## src/rtl/keccak_dec_pkg.sv

```systemverilog
// keccak_dec_pkg: state encoding and default sizing shared by the Keccak decoder controller.
package keccak_dec_pkg;

    localparam int NUM_ROUNDS_DEF = 24;
    localparam int RW_DEF         = 5;
    localparam int TIMEOUT_DEF    = 255;
    localparam int TW_DEF         = 8;

    typedef enum logic [3:0] {
        IDLE   = 4'd0,
        READ   = 4'd1,
        S_IRC  = 4'd2,
        W_IRC  = 4'd3,
        S_IREV = 4'd4,
        W_IREV = 4'd5,
        S_IPER = 4'd6,
        W_IPER = 4'd7,
        S_IROT = 4'd8,
        W_IROT = 4'd9,
        S_IPAR = 4'd10,
        W_IPAR = 4'd11,
        WRITE  = 4'd12,
        ERR    = 4'd13
    } dec_state_e;

endpackage

```

## src/rtl/dec_step_waiter.sv

```systemverilog
// dec_step_waiter: tracks whether the selected unit has dropped ready (accepted the step)
// and counts wait cycles so a stalled unit is reported as a timeout.
module dec_step_waiter
    import keccak_dec_pkg::*;
#(
    parameter int TIMEOUT = TIMEOUT_DEF,
    parameter int TW      = TW_DEF
) (
    input  logic clk,
    input  logic rst_n,
    input  logic clr,
    input  logic en,
    input  logic sel_ready,
    output logic done,
    output logic timeout
);

    logic          acc_q, acc_d;
    logic [TW-1:0] tcnt_q, tcnt_d;

    // A high ready only counts once the unit has been seen busy.
    always_comb begin
        done    = en && acc_q && sel_ready;
        timeout = en && !done && (tcnt_q == TW'(TIMEOUT));
        acc_d   = clr ? 1'b0 : (en && !sel_ready) ? 1'b1 : acc_q;
        tcnt_d  = clr ? '0 : (en && !done) ? tcnt_q + 1'b1 : tcnt_q;
    end

    always_ff @(posedge clk or negedge rst_n) begin
        if (!rst_n) begin
            acc_q  <= 1'b0;
            tcnt_q <= '0;
        end else begin
            acc_q  <= acc_d;
            tcnt_q <= tcnt_d;
        end
    end

endmodule

```

## src/rtl/keccak_decoder_controller.sv

```systemverilog
// keccak_decoder_controller: sequences the inverse round steps (IRC, IREV, IPER, IROT, IPAR)
// for NUM_ROUNDS rounds counting down, with one shared handshake/timeout waiter.
module keccak_decoder_controller
    import keccak_dec_pkg::*;
#(
    parameter int NUM_ROUNDS = NUM_ROUNDS_DEF,
    parameter int RW         = RW_DEF,
    parameter int TIMEOUT    = TIMEOUT_DEF,
    parameter int TW         = TW_DEF
) (
    input  logic          clk,
    input  logic          rst_n,
    input  logic          start,
    input  logic          ready_irc,
    input  logic          ready_irev,
    input  logic          ready_iper,
    input  logic          ready_irot,
    input  logic          ready_ipar,
    output logic          ready,
    output logic          error,
    output logic          start_irc,
    output logic          start_irev,
    output logic          start_iper,
    output logic          start_irot,
    output logic          start_ipar,
    output logic          ld_fr,
    output logic          ld_fw,
    output logic [RW-1:0] round_idx,
    output logic [3:0]    ps
);

    dec_state_e    ps_q, ps_d;
    logic [RW-1:0] round_q, round_d;
    logic [4:0]    start_q;
    logic          ready_q, error_q, ld_fr_q, ld_fw_q;
    logic          sel_ready, wait_en, step_clr, done, timeout;

    assign wait_en   = ps_q inside {W_IRC, W_IREV, W_IPER, W_IROT, W_IPAR};
    assign step_clr  = ps_q inside {S_IRC, S_IREV, S_IPER, S_IROT, S_IPAR};
    assign sel_ready = (ps_q == W_IRC)  ? ready_irc  :
                       (ps_q == W_IREV) ? ready_irev :
                       (ps_q == W_IPER) ? ready_iper :
                       (ps_q == W_IROT) ? ready_irot :
                       (ps_q == W_IPAR) ? ready_ipar : 1'b1;

    dec_step_waiter #(.TIMEOUT(TIMEOUT), .TW(TW)) u_waiter (
        .clk       (clk),
        .rst_n     (rst_n),
        .clr       (step_clr),
        .en        (wait_en),
        .sel_ready (sel_ready),
        .done      (done),
        .timeout   (timeout)
    );

    // Each S_x/W_x pair sits at consecutive codes, so stepping forward is ps+1.
    always_comb begin
        ps_d    = ps_q;
        round_d = round_q;
        case (ps_q)
            IDLE: begin
                ps_d    = start ? READ : IDLE;
                round_d = start ? RW'(NUM_ROUNDS - 1) : round_q;
            end
            READ:                                    ps_d = S_IRC;
            S_IRC, S_IREV, S_IPER, S_IROT, S_IPAR:   ps_d = dec_state_e'(ps_q + 4'd1);
            W_IRC, W_IREV, W_IPER, W_IROT:           ps_d = done ? dec_state_e'(ps_q + 4'd1) : timeout ? ERR : ps_q;
            W_IPAR: begin
                ps_d    = done ? ((round_q == '0) ? WRITE : S_IRC) : timeout ? ERR : ps_q;
                round_d = (done && round_q != '0) ? round_q - 1'b1 : round_q;
            end
            WRITE:                                   ps_d = IDLE;
            ERR:                                     ps_d = start ? IDLE : ERR;
            default:                                 ps_d = IDLE;
        endcase
    end

    // Outputs are registered from the next state so they line up exactly with ps.
    always_ff @(posedge clk or negedge rst_n) begin
        if (!rst_n) begin
            ps_q    <= IDLE;
            round_q <= RW'(NUM_ROUNDS - 1);
            ready_q <= 1'b1;
            error_q <= 1'b0;
            ld_fr_q <= 1'b0;
            ld_fw_q <= 1'b0;
            start_q <= '0;
        end else begin
            ps_q    <= ps_d;
            round_q <= round_d;
            ready_q <= ps_d == IDLE;
            error_q <= ps_d == ERR;
            ld_fr_q <= ps_d == READ;
            ld_fw_q <= ps_d == WRITE;
            start_q <= {ps_d == S_IPAR, ps_d == S_IROT, ps_d == S_IPER, ps_d == S_IREV, ps_d == S_IRC};
        end
    end

    assign ps         = ps_q;
    assign round_idx  = round_q;
    assign ready      = ready_q;
    assign error      = error_q;
    assign ld_fr      = ld_fr_q;
    assign ld_fw      = ld_fw_q;
    assign start_irc  = start_q[0];
    assign start_irev = start_q[1];
    assign start_iper = start_q[2];
    assign start_irot = start_q[3];
    assign start_ipar = start_q[4];

endmodule

```

## config.mk

```make
export PLATFORM = sky130hd
export DESIGN_NAME = keccak_decoder_controller
export DESIGN_NICKNAME = d
export VERILOG_FILES = /design/src/rtl/keccak_dec_pkg.sv /design/src/rtl/dec_step_waiter.sv /design/src/rtl/keccak_decoder_controller.sv
export SDC_FILE = /design/constraint.sdc
export NUM_CORES = 1
export LEC_CHECK = 0
export CAP_MARGIN = 40
export CORE_UTILIZATION = 30
export DETAILED_ROUTE_END_ITERATION = 10
export HOLD_SLACK_MARGIN = 0.06
export PLACE_DENSITY = 0.47
export SYNTH_ARGS = -nofsm -noshare
export SYNTH_HDL_FRONTEND = slang
export SYNTH_HIERARCHICAL = 1
export SYNTH_SLANG_ARGS = --single-unit
export TNS_END_PERCENT = 20
```

## constraint.sdc

```tcl
create_clock -name clk -period 3.3 [get_ports clk]
set_input_delay 0.825 -clock clk [delete_from_list [all_inputs] [get_ports clk]]
set_output_delay 0.825 -clock clk [all_outputs]
set_load 0.05 [all_outputs]
```

==> results of run 1 <==
[how the worst max path moves through the flow]
stage                      end  cells past startpoint
CTS                 start_q[2]                     13
finish                   error                     11
global placement    start_q[2]                     12
detailed placement  start_q[2]                     12
global route             error                     15
floorplan           start_q[2]                     15
[synth_stat cells (2+ instances only)]
cell type / instances / area (sq um)
nand2b_1: 3 / 18.77
a31oi_1: 2 / 12.51
dfstp_2: 5 / 131.4
a211oi_2: 2 / 25.02
nand3_1: 7 / 35.03
o21ai_1: 2 / 10.01
inv_1: 11 / 41.29
nor2_1: 10 / 37.54
nor3b_1: 3 / 22.52
nor4b_2: 3 / 45.04
nand3b_1: 2 / 15.01
o31ai_1: 4 / 30.03
and3_1: 3 / 18.77
dfrtp_1: 22 / 550.5
o22ai_1: 2 / 12.51
a21oi_1: 13 / 65.06
buf_6: 3 / 33.78
buf_2: 3 / 15.01
xnor2_1: 2 / 17.52
nand2_1: 6 / 22.52
or4_1: 3 / 22.52
xor2_1: 2 / 17.52
o21ai_0: 9 / 45.04
or3_1: 3 / 18.77
inv_2: 2 / 7.510
and3b_1: 2 / 17.52
nor4b_1: 2 / 17.52
nor3_1: 5 / 25.02
nand4_1: 3 / 18.77
nor4_1: 6 / 37.54
clkbuf_1: 2 / 7.510
ha_1: 7 / 87.58
[repair_timing]
item	in CTS	in global routing
gates cloned	0	1
hold buffers	0	0
pin swaps	1	18
setup buffers	2	6
setup endpoints to repair	7	10
resized for setup	1	33
[layer usage]
metal / global-route usage / vias up / wire length, um
met5: 0 / - / 0
met2: 0.2607 / 38 / 2283
met1: 0.1984 / 730 / 2004
met3: 0.02381 / 8 / 165
met4: 0.04615 / 0 / 62
li1: - / 734 / -
[cell type report]
cell class,instances,share of cell area
Inverter,13,0.02053
Multi-Input combinational cell,126,0.4495
Timing Repair Buffer,48,0.1842
Tap cell,70,0.03684
Clock buffer,3,0.01737
Clock inverter,1,0.003684
Sequential cell,27,0.2879
[critical path: stages]
cell and delay [ps]:
clkdlybuf4s50_1 410, o22ai_1 200, a31oi_2 130, a21bo_2 240, nor4_4 370, nand2b_1 160, o2bb2a_4 240, o311ai_4 310
nor3_4 110, buf_4 150, nor4b_2 270
[kinds of logic (layout without fill, tap and decap cells)]
kind of cell               Yosys count  in the layout  share of synthesized area
and+or+nand+nor                     68             69                     0.2605
AOI/OAI and AO/OA                   45             45                     0.1910
DFF                                 27             27                     0.4067
buffers and inverters               21             65                    0.06269
adders and majority gates            7              7                    0.05224
xor gates and xnor gates             4              4                    0.02090
muxes                                1              1                   0.005970
[cells in the final DEF, fill, tap and decap left out, types with 4 or more instances in the layout]
cell	synthesis	routed
a21oi_1	13	13
buf_4	0	21
clkdlybuf4s50_1	0	22
dfrtp_1	22	20
dfstp_2	5	5
ha_1	7	6
inv_1	11	10
nand2_1	6	6
nand3_1	7	7
nor2_1	10	9
nor3_1	5	5
nor4_4	0	4
o21ai_0	9	8
[state kept, by name, indices dropped and copies added (netlist names)]
register,cells
error,1
u_waiter/tcnt_q,8
ld_fr,1
round_idx,5
ld_fw,1
ready,1
ps,4
start_q,5
u_waiter/acc_q,1
[power groups by stage]
| stage | combinational, uW | clock [uW] | sequential [uW] |
|---|---|---|---|
| after CTS | 1030 | 211 | 451 |
| after global placement | 1010 | 0 | 458 |
| after floorplan | 542 | 0 | 629 |
| after global routing | 1400 | 230 | 466 |
| after detailed placement | 1020 | 0 | 457 |
| final | 1310 | 202 | 456 |
[through the flow]
stage	utilization	cells	total power [uW]
6_report	0.4539	288	1965
5_1_grt	0.4539	288	2093
4_1_cts	0.4123	281	1692
3_5_place_dp	0.3987	275	1477
3_3_place_gp	0.3987	275	1471
2_1_floorplan	-	173	1170
==> out/qor.yml, run 1 <==
outcome:
  status: "completed"
grt:
  grt_max_degree: 28
  track_usage: 0.1534
  antenna_found_initial: 0
  grt_overflow_total: 0
  grt_pass1_vias: 1487
  grt_pass1_wl_mm: 7.258
pwr:
  pwr-share-seq: 0.232
  pwr-share-comb: 0.665
  irDropWorstVdd_v: 0.0003837
  p_per_area_nw_per_um2: 826.5
  power_leakage_uw: 0.0009949
  power_frac_clock: 0.103
  p_sw_frac: 0.4910
  p_switching_uw: 964.9
  internal_power_uw: 1000
worst_hold_path:
  hp-start: "u_waiter/tcnt_q[7]"
  hold_end: "u_waiter/tcnt_q[7]"
  hold_class: "reg -> reg"
  min_path_cells: 2
detailed_routing:
  viasPerCell: 5.243
  drtIter0Drc: 123
  drc_errors: 0
  dr.pass1.iters: 4
  vias: 1510
  wirelength_mm: 4.516
  postRouteAntennaNets: 0
  routedWlPerCell_um: 15.68
sta:
  slew_headroom: 0.6602
  final.min_clock_period_ps: 3255
  worst_slack_ps: 45.30
  hold_slack_ps: 551.0
  finClkSkew_ps: 12.73
  drv_slew: 0
  period_share: 0.9863
  hold_viol: 0
  tns_ps: 0
  setup_viol: 0
  tightest_slew_ps: 508.1
  fmax_mhz: 307.2
setup_path:
  critPathMaxFanout: 4
  cp-end-kind: "flip-flop"
  cp-start-kind: "primary input"
  rr_endpoint: "error"
  arrival_ps: 3440
  cp-startpoint: "ready_irev"
  regToRegStartpoint: "ps[1]"
  r2r_cells: 13
  critPathKind: "in -> reg"
  rrSetupSlack_ps: 110
  critPathRequiredTime_ps: 3490
clock_network:
  clk_pin_slew_ps: 110
  root_buffer: "clkbuf_8"
  cts_buffers: 3
  htreeDepth: 1
  clkSinkCount: 27
  clk_latency_ps: 280
  cts_tree: "done"
  clockBufferDepth: 2
yosys:
  synth_nets: 188
  syn_inst: 173
  syn_avg_cell_area_sq_um: 9.691
  synth_cell_type_count: 51
  async_flop_share: 1.000
  yosysWarnings: 6
  synth_area_sq_um: 1677
  synth_edf_count: 0
  synth-seq-cells: 27
  synth-seq-area-share: 0.4067
  synthFlopType: "dfrtp_1"
place:
  placed_area_sq_um: 2088
  dp_hpwl_mm: 3.177
  place.gp.congestion: 0.8466
  pre_cts_slack_ps: -547.2
  port_buffers: 25
cells_and_area:
  final_cell_area_sq_um: 2377
  seq_area_sq_um: 684.4
  drive_gt1_frac: 0.2982
  multi_input_area_sq_um: 1069
  nets: 234
  antenna_cells: 0
  area_growth_pct: 41.79
  fill_cells: 498
floorplan:
  boundaryPins: 26
  fp.coreArea_sq_um: 5238
  rows: 26
  die_h_um: 76.76
  dieArea_sq_um: 5891
  initial_core_util: 0.3201
  die_w_um: 76.76
run:
  cap_violations: 0
No activity file was read; power rests on OpenSTA's default activity.
==> run 2: changes to the inputs <==
--- a/config.mk
+++ b/config.mk
@@ -8,6 +8,7 @@
 export CAP_MARGIN = 40
 export CORE_UTILIZATION = 30
 export DETAILED_ROUTE_END_ITERATION = 10
+export GPL_TIMING_DRIVEN = 1
 export HOLD_SLACK_MARGIN = 0.06
 export PLACE_DENSITY = 0.47
 export SYNTH_ARGS = -nofsm -noshare
==> results of run 2 <==
No change in the layout: final DEF, timing and power equal those of run 1.
==> run 3: changes to the inputs <==
--- a/config.mk
+++ b/config.mk
@@ -5,12 +5,16 @@
 export SDC_FILE = /design/constraint.sdc
 export NUM_CORES = 1
 export LEC_CHECK = 0
+export ABC_CLOCK_PERIOD_IN_PS = 3300
 export CAP_MARGIN = 40
+export CELL_PAD_IN_SITES_DETAIL_PLACEMENT = 2
+export CELL_PAD_IN_SITES_GLOBAL_PLACEMENT = 2
 export CORE_UTILIZATION = 30
+export CTS_CLUSTER_SIZE = 40
 export DETAILED_ROUTE_END_ITERATION = 10
 export GPL_TIMING_DRIVEN = 1
 export HOLD_SLACK_MARGIN = 0.06
-export PLACE_DENSITY = 0.47
+export PLACE_DENSITY = 0.71
 export SYNTH_ARGS = -nofsm -noshare
 export SYNTH_HDL_FRONTEND = slang
 export SYNTH_HIERARCHICAL = 1
==> out/qor.yml, run 3 (synthesis gave the netlist of run 1 again) <==
sta:
  drv_slew: 0  # unchanged
  period_share: 0.9716  # was 0.9863
  fmax_mhz: 311.9  # was 307.2 MHz
  hold_slack_ps: 550.9  # was 551.0 ps
  hold_viol: 0  # unchanged
  finClkSkew_ps: 5.444  # was 12.73 ps
  slew_headroom: 0.4105  # was 0.6602
  final.min_clock_period_ps: 3206  # was 3255 ps
  tightest_slew_ps: 881.4  # was 508.1 ps
  setup_viol: 0  # unchanged
grt:
  grt_max_degree: 22  # was 28
  grt_pass1_vias: 1672  # was 1,487
  track_usage: 0.1881  # was 0.1534
  antenna_found_initial: 0  # unchanged
  grt_overflow_total: 0  # unchanged
  grt_pass1_wl_mm: 8.714  # was 7.258 mm
place:
  port_buffers: 25  # unchanged
  dp_hpwl_mm: 3.958  # was 3.177 mm
  place.gp.congestion: 0.8474  # was 0.8466
  dp.cells: 275  # unchanged
cells_and_area:
  nets: 236  # was 234
  largest_reg_flops: 8  # unchanged
  regMostFlops: "u_waiter/tcnt_q"  # unchanged
  fin_util: 0.4620  # was 0.4539
  layout_common_cells: "buf_4, clkdlybuf4s50_1, dfrtp_1"  # was clkdlybuf4s50_1, buf_4, dfrtp_1
  layoutNonFillerInstCount: 290  # was 288
  drive_gt1_frac: 0.3364  # was 0.2982
  area_growth_pct: 44.33  # was 41.79%
  antenna_cells: 0  # unchanged
  fill_cells: 535  # was 498
  layout_commonest_cell: "buf_4"  # was clkdlybuf4s50_1
clock_network:
  clockBufferDepth: 2  # unchanged
  clk_pin_slew_ps: 110  # about the same
  root_buffer: "clkbuf_8"  # unchanged
  clk_latency_ps: 290  # was 280 ps
  clkSinkCount: 27  # unchanged
  cts_buffers: 3  # unchanged
  htreeDepth: 1  # unchanged
  cts_tree: "done"  # unchanged
pwr:
  p_per_area_nw_per_um2: 867.5  # was 826.5 nW/um^2
  finalPower_uw: 2099  # was 1965 uW
  irDropWorstVdd_v: 0.0005167  # was 0.0003837 V
  power_leakage_uw: 0.0009966  # was 0.0009949 uW
setup_path:
  critPathKind: "reg -> reg"  # was in -> reg
  crit_family: "compound AO/OA/AOI/OAI gates"  # unchanged
  cp-start-kind: "flip-flop"  # was primary input
  cp-end-kind: "flip-flop"  # unchanged
  arrival_ps: 3400  # was 3440 ps
  crit_chain: "buf_4 -> ha_4 -> buf_6 -> o21ba_2 -> a21oi_1 -> a21bo_2 -> nor4_4 -> nand2b_1 -> o2bb2a_4 -> o311ai_4 -> nor3_4 -> nor4b_4"  # was clkdlybuf4s50_1 -> o22ai_1 -> a31oi_2 -> a21bo_2 -> nor4_4 -> nand2b_1 -> o2bb2a_4 -> o311ai_4 -> nor3_4 -> buf_4 -> nor4b_2
  crit_buf_inv: 2  # unchanged
  critPathRequiredTime_ps: 3490  # about the same
  critPathMaxFanout: 11  # was 4
  slowest_stage: "dfrtp_2"  # was clkdlybuf4s50_1
  max_stage_delay_ps: 430  # was 410 ps
floorplan:
  fp.coreArea_sq_um: 5238  # unchanged
  die_h_um: 76.76  # unchanged
  initial_core_util: 0.3201  # unchanged
  rows: 26  # unchanged
  die_w_um: 76.76  # unchanged
  boundaryPins: 26  # unchanged
  dieArea_sq_um: 5891  # unchanged
detailed_routing:
  postRouteAntennaNets: 0  # unchanged
  drtIter0Drc: 69  # was 123
  wirelength_mm: 6.011  # was 4.516 mm
  routedWlPerCell_um: 20.73  # was 15.68 um
  drc_errors: 0  # unchanged
  viasPerCell: 5.359  # was 5.243
  vias: 1554  # was 1,510
  dr.pass1.iters: 4  # unchanged
outcome:
  status: "completed"  # unchanged
run:
  cap_violations: 0  # unchanged
worst_hold_path:
  hold_class: "reg -> reg"  # unchanged
-- run 3: cell types whose count changed in the layout (fill, tap and decap cells not counted), sizes merged --
cell and delta:
nand2 -1, buf +3
-- run 3: cell type report --
class / instances / area [sq um] / share of cell area
inverters: 13 / 51.30 / 0.02120
flip-flops and latches: 27 / 685.7 / 0.2834
multi-input cells: 125 / 1085 / 0.4483
well taps: 70 / 87.58 / 0.03619
clock buffers: 3 / 41.29 / 0.01706
clock inverters: 1 / 8.758 / 0.003619
repair buffers: 51 / 460.4 / 0.1903
-- run 3: report_power, final --
part           switching [uW]  internal (uW)  total, uW
Clock                     125           89.2        215
Sequential               80.3            408        489
Combinational             851            544       1400
-- run 3: metal layers --
| metal | wire length (um) | global-route usage | part of all wire | vias to the layer above |
|---|---|---|---|---|
| met1 | 2771 | 0.2517 | 0.46 | 793 |
| met4 | 38 | 0.03462 | 0.0063 | 0 |
| li1 | - | - | - | 735 |
| met5 | 0 | 0 | 0 | - |
| met3 | 121 | 0.03214 | 0.020 | 4 |
| met2 | 3079 | 0.3179 | 0.51 | 22 |
-- run 3: metrics by stage --
stage               setup WS [ps]  setup TNS [ps]  instance area [sq um]
floorplan                   35.07               0                   1695
global placement           -542.4           -4231                   2088
global route               -107.9          -505.3                   2420
CTS                        0.4825               0                   2168
finish                      93.67               0                   2420
detailed placement         -563.0           -4615                   2088
-- run 3: what timing repair did --
action,in CTS,in global routing
endpoints found under the setup margin,10,11
pin swaps,1,17
resized for setup,4,36
hold buffers,0,0
setup buffers,0,11
-- run 3: worst register-to-register path, delay by kind of cell, from the launching register on --
family                     cells  cell delay, ps
and+or+nand+nor                4            1020
adders and majority gates      1             160
DFF                            1             430
AOI/OAI and AO/OA              5            1210
buffers and inverters          2             300
-- run 3: worst paths after layout --
path                                        to  slack, ps  cells past startpoint            from
worst min-delay path            u_waiter/acc_q        550                      2  u_waiter/acc_q
worst min register to register  u_waiter/acc_q        550                      2  u_waiter/acc_q
min in group asynchronous           start_q[2]       1020                      1           rst_n
worst max register to register      start_q[2]         90                     12           ps[1]
worst max-delay path                start_q[2]         90                     12           ps[1]
max in group asynchronous         round_idx[2]       1540                      2           rst_n
